**src/rtl/ysyx_041514_clint_bridge.sv**
```systemverilog
`default_nettype none
// ============================================================================
// Module   : ysyx_041514_clint_bridge
// Purpose  : Bus-slave front end for the core-local timer registers (mtime,
//            mtimecmp). Accepts one uncached MMIO request at a time from the
//            LSU, decodes it, and turns it into single-cycle register
//            operations on the timer block. Partial writes are performed as
//            read-modify-write. Addresses that hit neither register return
//            an error response.
// Ports    : clk, rst                      - clock, synchronous active-high reset
//            req_*_i / req_ready_o         - request channel (valid/ready)
//            resp_*_o / resp_ready_i       - response channel (valid/ready)
//            mtime_addr_o                  - register address to the timer block
//            mtime_write_valid_o           - one-cycle write pulse
//            mtime_wdata_o                 - write data to the timer block
//            mtime_rdata_i                 - combinational read data from timer
// Revision : 1.0 - initial release
// ============================================================================
module ysyx_041514_clint_bridge #(
    parameter int                XLEN          = 64,
    parameter int                ADDR_W        = 32,
    parameter logic [ADDR_W-1:0] MTIME_ADDR    = 32'h0200_BFF8,
    parameter logic [ADDR_W-1:0] MTIMECMP_ADDR = 32'h0200_4000
) (
    input  logic                clk,
    input  logic                rst,
    // request channel
    input  logic                req_valid_i,
    output logic                req_ready_o,
    input  logic [ADDR_W-1:0]   req_addr_i,
    input  logic                req_wen_i,
    input  logic [XLEN-1:0]     req_wdata_i,
    input  logic [XLEN/8-1:0]   req_wstrb_i,
    // response channel
    output logic                resp_valid_o,
    input  logic                resp_ready_i,
    output logic [XLEN-1:0]     resp_rdata_o,
    output logic                resp_err_o,
    // timer block side
    output logic [ADDR_W-1:0]   mtime_addr_o,
    output logic                mtime_write_valid_o,
    output logic [XLEN-1:0]     mtime_wdata_o,
    input  logic [XLEN-1:0]     mtime_rdata_i
);

    localparam int STRB_W = XLEN / 8;

    typedef enum logic [1:0] {
        ST_IDLE = 2'd0,
        ST_RD   = 2'd1,
        ST_WR   = 2'd2,
        ST_RESP = 2'd3
    } state_e;

    state_e              state_q,   state_d;
    logic                sel_cmp_q, sel_cmp_d;   // 1: mtimecmp, 0: mtime
    logic                rmw_q,     rmw_d;
    logic [XLEN-1:0]     wdata_q,   wdata_d;     // request data, later the merged word
    logic [STRB_W-1:0]   wstrb_q,   wstrb_d;
    logic [XLEN-1:0]     rdata_q,   rdata_d;
    logic                err_q,     err_d;

    // ------------------------------------------------------------------
    // Address decode: word-granular, byte offset is carried by the strobes
    // ------------------------------------------------------------------
    logic w_hit_mtime;
    logic w_hit_cmp;
    logic w_hit;
    logic w_unused_addr_lsb;

    assign w_hit_mtime = (req_addr_i[ADDR_W-1:3] == MTIME_ADDR[ADDR_W-1:3]);
    assign w_hit_cmp   = (req_addr_i[ADDR_W-1:3] == MTIMECMP_ADDR[ADDR_W-1:3]);
    assign w_hit       = w_hit_mtime | w_hit_cmp;
    assign w_unused_addr_lsb = ^req_addr_i[2:0];

    logic [ADDR_W-1:0] w_reg_addr;
    assign w_reg_addr = sel_cmp_q ? MTIMECMP_ADDR : MTIME_ADDR;

    // ------------------------------------------------------------------
    // Byte merge for read-modify-write: strobed bytes from the request,
    // the rest from the value read back in RD.
    // ------------------------------------------------------------------
    logic [XLEN-1:0] w_merged;

    for (genvar gi = 0; gi < STRB_W; gi++) begin : g_merge
        assign w_merged[gi*8 +: 8] = wstrb_q[gi] ? wdata_q[gi*8 +: 8]
                                                 : mtime_rdata_i[gi*8 +: 8];
    end

    // ------------------------------------------------------------------
    // State register
    // ------------------------------------------------------------------
    always_ff @(posedge clk) begin
        if (rst) begin
            state_q   <= ST_IDLE;
            sel_cmp_q <= 1'b0;
            rmw_q     <= 1'b0;
            wdata_q   <= '0;
            wstrb_q   <= '0;
            rdata_q   <= '0;
            err_q     <= 1'b0;
        end else begin
            state_q   <= state_d;
            sel_cmp_q <= sel_cmp_d;
            rmw_q     <= rmw_d;
            wdata_q   <= wdata_d;
            wstrb_q   <= wstrb_d;
            rdata_q   <= rdata_d;
            err_q     <= err_d;
        end
    end

    // ------------------------------------------------------------------
    // Next-state and output logic
    // ------------------------------------------------------------------
    always_comb begin
        state_d             = state_q;
        sel_cmp_d           = sel_cmp_q;
        rmw_d               = rmw_q;
        wdata_d             = wdata_q;
        wstrb_d             = wstrb_q;
        rdata_d             = rdata_q;
        err_d               = err_q;
        req_ready_o         = 1'b0;
        resp_valid_o        = 1'b0;
        mtime_addr_o        = '0;
        mtime_write_valid_o = 1'b0;
        mtime_wdata_o       = '0;

        case (state_q)
            ST_IDLE: begin
                req_ready_o = 1'b1;
                if (req_valid_i) begin
                    sel_cmp_d = w_hit_cmp;
                    wdata_d   = req_wdata_i;
                    wstrb_d   = req_wstrb_i;
                    rmw_d     = 1'b0;
                    rdata_d   = '0;
                    err_d     = 1'b0;
                    if (!w_hit) begin
                        err_d   = 1'b1;
                        state_d = ST_RESP;
                    end else if (!req_wen_i) begin
                        state_d = ST_RD;
                    end else if (&req_wstrb_i) begin
                        state_d = ST_WR;
                    end else if (req_wstrb_i == '0) begin
                        // nothing to write: acknowledge without touching the timer
                        state_d = ST_RESP;
                    end else begin
                        rmw_d   = 1'b1;
                        state_d = ST_RD;
                    end
                end
            end

            ST_RD: begin
                mtime_addr_o = w_reg_addr;
                if (rmw_q) begin
                    wdata_d = w_merged;
                    state_d = ST_WR;
                end else begin
                    rdata_d = mtime_rdata_i;
                    state_d = ST_RESP;
                end
            end

            ST_WR: begin
                mtime_addr_o        = w_reg_addr;
                mtime_write_valid_o = 1'b1;
                mtime_wdata_o       = wdata_q;
                state_d             = ST_RESP;
            end

            ST_RESP: begin
                resp_valid_o = 1'b1;
                if (resp_ready_i) begin
                    // clear so the response outputs read as zero while idle
                    rdata_d = '0;
                    err_d   = 1'b0;
                    state_d = ST_IDLE;
                end
            end

            default: state_d = ST_IDLE;
        endcase
    end

    assign resp_rdata_o = rdata_q;
    assign resp_err_o   = err_q;

endmodule
`default_nettype wire

```
**config.mk**
```make
export PLATFORM = sky130hd
export DESIGN_NAME = ysyx_041514_clint_bridge
export DESIGN_NICKNAME = d
export VERILOG_FILES = /design/src/rtl/ysyx_041514_clint_bridge.sv
export SDC_FILE = /design/constraint.sdc
export NUM_CORES = 1
export LEC_CHECK = 0
export BUFFER_PORTS_ARGS = -buffer_cell sky130_fd_sc_hd__buf_2
export CORE_MARGIN = 4
export CORE_UTILIZATION = 43
export CTS_BUF_LIST = sky130_fd_sc_hd__clkbuf_8
export DETAILED_ROUTE_END_ITERATION = 16
export PLACE_DENSITY = 0.77
export SYNTH_ARGS = -nofsm -noshare
export SYNTH_HDL_FRONTEND = slang
export SYNTH_SLANG_ARGS = --single-unit
```
**constraint.sdc**
```tcl
create_clock -name clk -period 2.25 [get_ports clk]
set_clock_uncertainty 0.2 [all_clocks]
set_input_delay 0.675 -clock clk [delete_from_list [all_inputs] [get_ports clk]]
set_output_delay 0.675 -clock clk [all_outputs]
set_load 0.03 [all_outputs]
```
==> flow_metrics.py, run 1 <==
metrics = {
    "logic_synthesis": {
        "ys_seq_area_frac": 0.416,
        "synth_top_cells_by_area": "sky130_fd_sc_hd__dfxtp_1 42%, sky130_fd_sc_hd__mux2i_1 9.4%, sky130_fd_sc_hd__and2_1 6.2%",
        "synth_largest_type_area_fraction": 0.416,
        "yosys.area_share.simple": 0.221,
        "avgSynthCellArea_um2": 8.75,
        "syn_area_um2": 6780,
        "combinational_family_with_the_most_area_after_synthesis": "simple AND/OR/NAND/NOR gates",
        "synth_compound_area_frac": 0.174,
        "post_synthesis_adder_cell_area_fraction": 0.00922,
        "synth_most_common_cell": "sky130_fd_sc_hd__dfxtp_1",
        "post_synthesis_sequential_element_count": 141,
        "synthesis.yosys.warnings": 0,
        "number_of_synthesized_flops_with_an_enable_pin": 0,
        "synthTopCellsByCount": "141 x sky130_fd_sc_hd__dfxtp_1, 83 x sky130_fd_sc_hd__nand2_1, 77 x sky130_fd_sc_hd__a21oi_1",
        "synth.distinct_cells": 38,
        "synth_top_flop_cell": "sky130_fd_sc_hd__dfxtp_1",
        "yosysTopAreaCell": "sky130_fd_sc_hd__dfxtp_1",
        "synthArstFlopShare": 0,
        "fraction_of_synthesized_cell_area_in_xor_and_xnor_cells": 0,
        "synth_mux_area_frac": 0.0977,
        "post_synth_inst_count": 775,
    },
    "setup_path": {
        "critical_path_cell_by_cell": "buf_6 -> ha_4 -> buf_4 -> buf_6 -> and2_4 -> buf_6",
        "critPathBufInv": 4,
        "max_stage_delay_ns": 0.34,
        "crit_arrival_ns": 1.63,
        "setup.worst_path.class": "register to output pin",
        "worst-endpoint-required_ns": 1.37,
        "critical_path.startpoint_type": "register",
        "slowest_stage": "sky130_fd_sc_hd__dfxtp_2",
        "timing.critical_path.max_delay_family": "buffers and inverters",
        "timing.critical_path.fanout_max": 5,
        "timing.critical_path.mode_cell": "sky130_fd_sc_hd__buf_6",
        "critPathCaptureType": "output pin",
    },
    "timing": {
        "post-route-min-period_ns": 2.50,
        "timing.slew.headroom": 0.645,
        "clock.fmax_ghz": 0.400,
        "worstMarginPinSlew_ns": 0.532,
        "rsz0062_at_grt": "true",
        "period_share": 1.11,
        "setup_total_negative_slack_ns": -15.98,
        "holdWs_ns": 0.253,
        "report.final.hold_viol_count": 0,
        "final-setup-viol-count": 79,
        "postLayoutSetupSlackWorst_ns": -0.252,
        "timing_max_transition_violations_final": 0,
    },
    "placed_design": {
        "dpl.cell_count": 1257,
        "gpl_congestion": 0.811,
        "dpl.hpwl_mm": 15.1,
        "buffer_ports.inserted": 315,
    },
    "global_routing": {
        "grt_first_pass_wirelength_mm": 33.0,
        "grt_overflow": 0,
        "global_routing_usage_summed_across_all_routing_layers": 0.227,
        "vias_in_the_first_global_route": 6602,
        "number_of_antenna_violations_at_the_first_check_in_global_routing": 0,
        "grt_max_degree": 45,
    },
    "power_and_ir_drop": {
        "worst_ir_drop_vdd_uv": 1350,
        "pwr_density_cell_nw_per_um2": 1480,
        "leakage_uw": 0.00427,
        "power_total_uw": 14700,
    },
    "clocking": {
        "cts-buffers-inserted": 17,
        "insertion_delay_to_the_later_sink_of_the_worst_skew_pair_ns": 0.44,
        "cts.htree.levels": 4,
        "cts_tree": "done",
        "cts.reportedPaths.clkPinSlew_ns": 0.08,
        "ctsRootBufferMaster": "sky130_fd_sc_hd__clkbuf_8",
        "cts_sinks": 141,
        "hold_buffers_post_cts": 0,
        "max-clock-path-buffers": 2,
    },
    "final_layout": {
        "number_of_diodes": 0,
        "syn2layout_area_growth_pct": 45.6,
        "post_layout_nonfiller_instances": 1296,
        "drive_gt1_frac": 0.444,
        "num-nets-final": 1250,
    },
    "drt": {
        "wl_mm": 21.4,
        "first_iter_violations": 311,
        "post_drt_wl_per_cell_um": 16.5,
        "detail_route.first_pass.iterations": 4,
        "dr_total_vias": 6660,
        "route.detailed.vias_per_inst": 5.14,
        "antenna_violating_nets_post_route": 0,
        "drc": 0,
    },
    "floorplanning": {
        "die_height_um": 134,
        "floorplan.io_pins": 337,
        "fp.dieW_um": 134,
        "die_area_um2": 17900,
        "core_area_um2": 15300,
        "rows": 45,
        "initial_utilization": 0.443,
    },
    "job": {
        "max_cap_viol_count": 0,
    },
    "status": {
        "violations": "setup timing",
        "status": "finished, violations left",
    },
    "worst_hold_path": {
        "worstHoldPathType": "register to register",
    },
}
## final cells by class
type                       instances  area, um2
clock buffer                      19        262
fill                            1277       5440
multi-input combinational        559       3690
tap                              211        264
clock inverter                    13        189
sequential                       141       2830
timing repair buffer             351       2630
inverter                           2       12.5
## placed cells by master, fill, tap and decap left out, drive strengths merged, types with 18 or more instances in the layout
cell	n
buf	350
dfxtp	141
nand2	83
a21oi	77
a211oi	72
nor2	70
and2	67
nand3	65
mux2i	65
clkbuf	20
conb	18
## per-stage QoR
step | util | cell area [um2] | worst slack [ns]
finish | 0.645 | 9880 | -0.252
global route | 0.645 | 9880 | -0.328
CTS | 0.636 | 9740 | -0.272
detailed placement | 0.571 | 8750 | -0.132
global placement | 0.571 | 8750 | -0.0868
floorplan | - | 6960 | -0.0212
## kinds of logic (layout without fill, tap and decap cells)
logic type / after synthesis / in the layout
AOI/OAI and AO/OA: 158 / 158
adders and majority gates: 5 / 5
buffers and inverters: 93 / 385
DFF: 141 / 141
muxes: 65 / 65
other: 1 / 18
and+or+nand+nor: 312 / 313
## per-layer routing
| layer | global-route usage | routed length [um] | part of all wire |
|---|---|---|---|
| met5 | 0 | 0 | 0 |
| met4 | 0.0754 | 449 | 0.021 |
| met3 | 0.0604 | 1590 | 0.074 |
| met2 | 0.411 | 11000 | 0.51 |
| met1 | 0.259 | 8370 | 0.39 |
## what timing repair did
action / in CTS / in global routing
gates cloned: 1 / 3
buffers inserted: 0 / 3
resized for setup: 205 / 21
pin swaps: 0 / 10
endpoints found under the setup margin: 82 / 81
## tightest hold or removal path, stage by stage (launching register included)
cell and delay (ns):
sky130_fd_sc_hd__dfxtp_1 0.31, sky130_fd_sc_hd__nand2_1 0.05, sky130_fd_sc_hd__a21oi_1 0.05
## registers in the layout (all words and copies together) (netlist names)
register	cells
sel_cmp_q	1
state_q	2
wstrb_q	8
resp_err_o	1
rmw_q	1
wdata_q	64
resp_rdata_o	64
## power breakdown
part	switching, uW	leakage, uW	internal, uW	total [uW]
Clock	1020	0.000233	1280	2300
Sequential	434	0.00115	3320	3760
Combinational	4990	0.00288	3620	8610
Total	6440	0.00427	8220	14700
## final timing paths
check / cells past startpoint / slack (ns) / startpoint / endpoint
setup reg to reg: 8 / 0.13 / state_q[1]$_SDFFE_PP0P_ / resp_rdata_o[52]$_SDFFE_PP0P_
setup / recovery: 6 / -0.25 / state_q[1]$_SDFFE_PP0P_ / mtime_wdata_o[13]
hold reg to reg: 2 / 0.25 / resp_rdata_o[44]$_SDFFE_PP0P_ / resp_rdata_o[44]$_SDFFE_PP0P_
hold / removal: 2 / 0.25 / resp_rdata_o[44]$_SDFFE_PP0P_ / resp_rdata_o[44]$_SDFFE_PP0P_
Note: power is estimated with default switching activity, not from simulation.
==> run 2: changes to the inputs <==
--- a/config.mk
+++ b/config.mk
@@ -6,11 +6,11 @@
 export NUM_CORES = 1
 export LEC_CHECK = 0
 export BUFFER_PORTS_ARGS = -buffer_cell sky130_fd_sc_hd__buf_2
-export CORE_MARGIN = 4
-export CORE_UTILIZATION = 43
+export CORE_AREA = 4 4 128 130
 export CTS_BUF_LIST = sky130_fd_sc_hd__clkbuf_8
 export DETAILED_ROUTE_END_ITERATION = 16
-export PLACE_DENSITY = 0.77
+export DIE_AREA = 0 0 132 134
+export PLACE_DENSITY = 0.76
 export SYNTH_ARGS = -nofsm -noshare
 export SYNTH_HDL_FRONTEND = slang
 export SYNTH_SLANG_ARGS = --single-unit
==> constraint.sdc (replaced) <==
create_clock -name clk -period 2.75 [get_ports clk]
set_clock_uncertainty 0.2 [all_clocks]
set_input_delay 0.825 -clock clk [delete_from_list [all_inputs] [get_ports clk]]
set_output_delay 0.825 -clock clk [all_outputs]
set_load 0.03 [all_outputs]
==> run 2 against run 1 <==
The flow now finishes without violations; register-to-register slack improved by 0.34 ns; critical path depth decreased by 1; utilization decreased by 4.4 points; routed wire length decreased by 2.1%; combinational power decreased by 30%; clock power decreased by 22%; sequential share of layout area increased by 2.5 points; largest cell class unchanged.
==> flow_metrics.py, run 2 (synthesized netlist as in run 1, its figures left out) <==
metrics = {
    "final_layout": {
        "combined_area_of_the_multi_input_logic_cells_um2": 3540,
        "final_common_cell": "sky130_fd_sc_hd__buf_2",
        "post_layout_nonfiller_instances": 1264,
        "final-seq-area_um2": 2830,
        "syn2layout_area_growth_pct": 34.2,
        "num-fill-cells": 1382,
        "num-nets-final": 1242,
        "number_of_diodes": 0,
        "commonest_non_fill_non_tap_cells_in_the_layout": "272 x sky130_fd_sc_hd__buf_2, 139 x sky130_fd_sc_hd__dfxtp_1, 83 x sky130_fd_sc_hd__nand2_1",
        "drive_gt1_frac": 0.380,
    },
    "drt": {
        "route.detailed.vias_per_inst": 5.18,
        "post_drt_wl_per_cell_um": 16.6,
        "antenna_violating_nets_post_route": 0,
        "routed-wl-met2_mm": 10.5,
        "met3_wirelength_mm": 1.82,
        "topRoutingLayerUsed": "met4",
        "first_iter_violations": 322,
        "met1_length_mm": 8.19,
        "drc": 0,
        "detail_route.first_pass.iterations": 5,
        "dr_total_vias": 6545,
        "wl_mm": 21.0,
    },
    "setup_path": {
        "r2r.worst_path.cells": 7,
        "worst-r2r-setup-slack_ns": 0.47,
        "rr_startpoint": "state_q[1]$_SDFFE_PP0P_",
        "critical_path.startpoint_type": "register",
        "crit_arrival_ns": 1.64,
        "timing.critical_path.fanout_max": 16,
        "setup.worst_path.class": "register to output pin",
        "worst-endpoint-required_ns": 1.73,
        "critPathCaptureType": "output pin",
        "reg_to_reg_critical_path_endpoint": "wdata_q[13]$_SDFFE_PP0P_",
    },
    "floorplanning": {
        "fp.dieW_um": 132,
        "die_area_um2": 17700,
        "floorplan.io_pins": 337,
        "core_area_um2": 15100,
        "initial_utilization": 0.448,
        "rows": 45,
        "die_height_um": 134,
    },
    "timing": {
        "report.final.hold_viol_count": 0,
        "worstMarginPinSlew_ns": 0.915,
        "rsz0062_at_grt": "true",
        "timing.slew.headroom": 0.387,
        "clock.fmax_ghz": 0.375,
        "setup_total_negative_slack_ns": 0,
        "post-route-min-period_ns": 2.66,
        "period_share": 0.969,
        "timing_max_transition_violations_final": 0,
        "holdWs_ns": 0.253,
        "final-setup-viol-count": 0,
        "postLayoutSetupSlackWorst_ns": 0.0852,
    },
    "placed_design": {
        "dpl.hpwl_mm": 15.2,
        "dpl.cell_count": 1228,
        "buffer_ports.inserted": 315,
        "gpl_congestion": 0.849,
        "dp_slack_ns": 0.205,
    },
    "clocking": {
        "insertion_delay_to_the_later_sink_of_the_worst_skew_pair_ns": 0.44,
        "ctsRootBufferMaster": "sky130_fd_sc_hd__clkbuf_8",
        "cts_sinks": 141,
        "cts-buffers-inserted": 17,
        "cts.reportedPaths.clkPinSlew_ns": 0.08,
        "hold_buffers_post_cts": 0,
        "cts.htree.levels": 4,
        "max-clock-path-buffers": 2,
        "cts_tree": "done",
    },
    "global_routing": {
        "global_routing_usage_summed_across_all_routing_layers": 0.226,
        "grt_max_degree": 71,
        "number_of_antenna_violations_at_the_first_check_in_global_routing": 0,
        "grt_overflow": 0,
        "vias_in_the_first_global_route": 6486,
        "grt_first_pass_wirelength_mm": 32.5,
    },
    "power_and_ir_drop": {
        "power_frac_comb": 0.556,
        "power_frac_seq": 0.279,
        "pwr_density_cell_nw_per_um2": 1200,
        "power.switching_fraction": 0.459,
        "internal_power_uw": 5910,
        "leakage_uw": 0.00402,
        "power.net_switching_uw": 5000,
        "worst_ir_drop_vdd_uv": 734,
        "clockPowerShare": 0.164,
    },
    "status": {
        "status": "finished clean",
    },
    "job": {
        "max_cap_viol_count": 0,
    },
    "worst_hold_path": {
        "hold_end": "resp_rdata_o[11]$_SDFFE_PP0P_",
        "whs_path_depth": 2,
        "min-delay-start": "resp_rdata_o[11]$_SDFFE_PP0P_",
        "worstHoldPathType": "register to register",
    },
}
run 2: worst max-delay path by stage:
stage	end	slack, ns	start
floorplan	mtime_wdata_o[0]	0.11	state_q[0]$_SDFFE_PP0P_
global placement	wdata_q[21]$_SDFFE_PP0P_	0.21	req_valid_i
detailed placement	wdata_q[21]$_SDFFE_PP0P_	0.20	req_valid_i
CTS	mtime_addr_o[4]	-0.05	state_q[1]$_SDFFE_PP0P_
global route	mtime_wdata_o[52]	-0.006	state_q[0]$_SDFFE_PP0P_
finish	mtime_wdata_o[63]	0.09	state_q[0]$_SDFFE_PP0P_
run 2: final cells by class:
class                      count  area share
clock buffer                  21      0.0318
sequential                   141       0.311
multi-input combinational    559       0.389
timing repair buffer         343       0.227
clock inverter                10      0.0150
inverter                       2     0.00110
tap                          188      0.0258
run 2: metal layers:
| layer | GRT usage | vias to the layer above |
|---|---|---|
| li1 | - | 3237 |
| met1 | 0.259 | 3017 |
| met5 | 0 | - |
| met2 | 0.400 | 265 |
| met4 | 0.0700 | 0 |
| met3 | 0.0769 | 26 |
run 2: critical path, cell delays in order (launching register included):
cell	delay, ns
sky130_fd_sc_hd__dfxtp_4	0.38
sky130_fd_sc_hd__inv_4	0.09
sky130_fd_sc_hd__ha_4	0.22
sky130_fd_sc_hd__clkbuf_16	0.19
sky130_fd_sc_hd__and2_1	0.13
sky130_fd_sc_hd__buf_2	0.19
run 2: power by group through the flow:
stage,combinational (uW),clock (uW),sequential [uW]
2_1_floorplan,4200,0,3300
3_3_place_gp,5670,0,3040
3_5_place_dp,5750,0,3080
4_1_cts,5920,1840,3040
5_1_grt,6570,1920,3140
6_report,6070,1790,3050
run 2: per-stage QoR:
| step | power (uW) | util | area, um2 |
|---|---|---|---|
| after floorplan | 7500 | - | 6860 |
| after global placement | 8710 | 0.558 | 8450 |
| after detailed placement | 8830 | 0.558 | 8450 |
| after CTS | 10800 | 0.591 | 8950 |
| after global routing | 11600 | 0.601 | 9100 |
| final | 10900 | 0.601 | 9100 |
run 2: what timing repair did:
| action | CTS | global route |
|---|---|---|
| setup endpoints to repair | 76 | 77 |
| cloned | 1 | 2 |
| gates resized for setup | 26 | 32 |
| pin swaps | 0 | 1 |
| endpoints found under the hold margin | 0 | 0 |
| setup buffers | 0 | 2 |
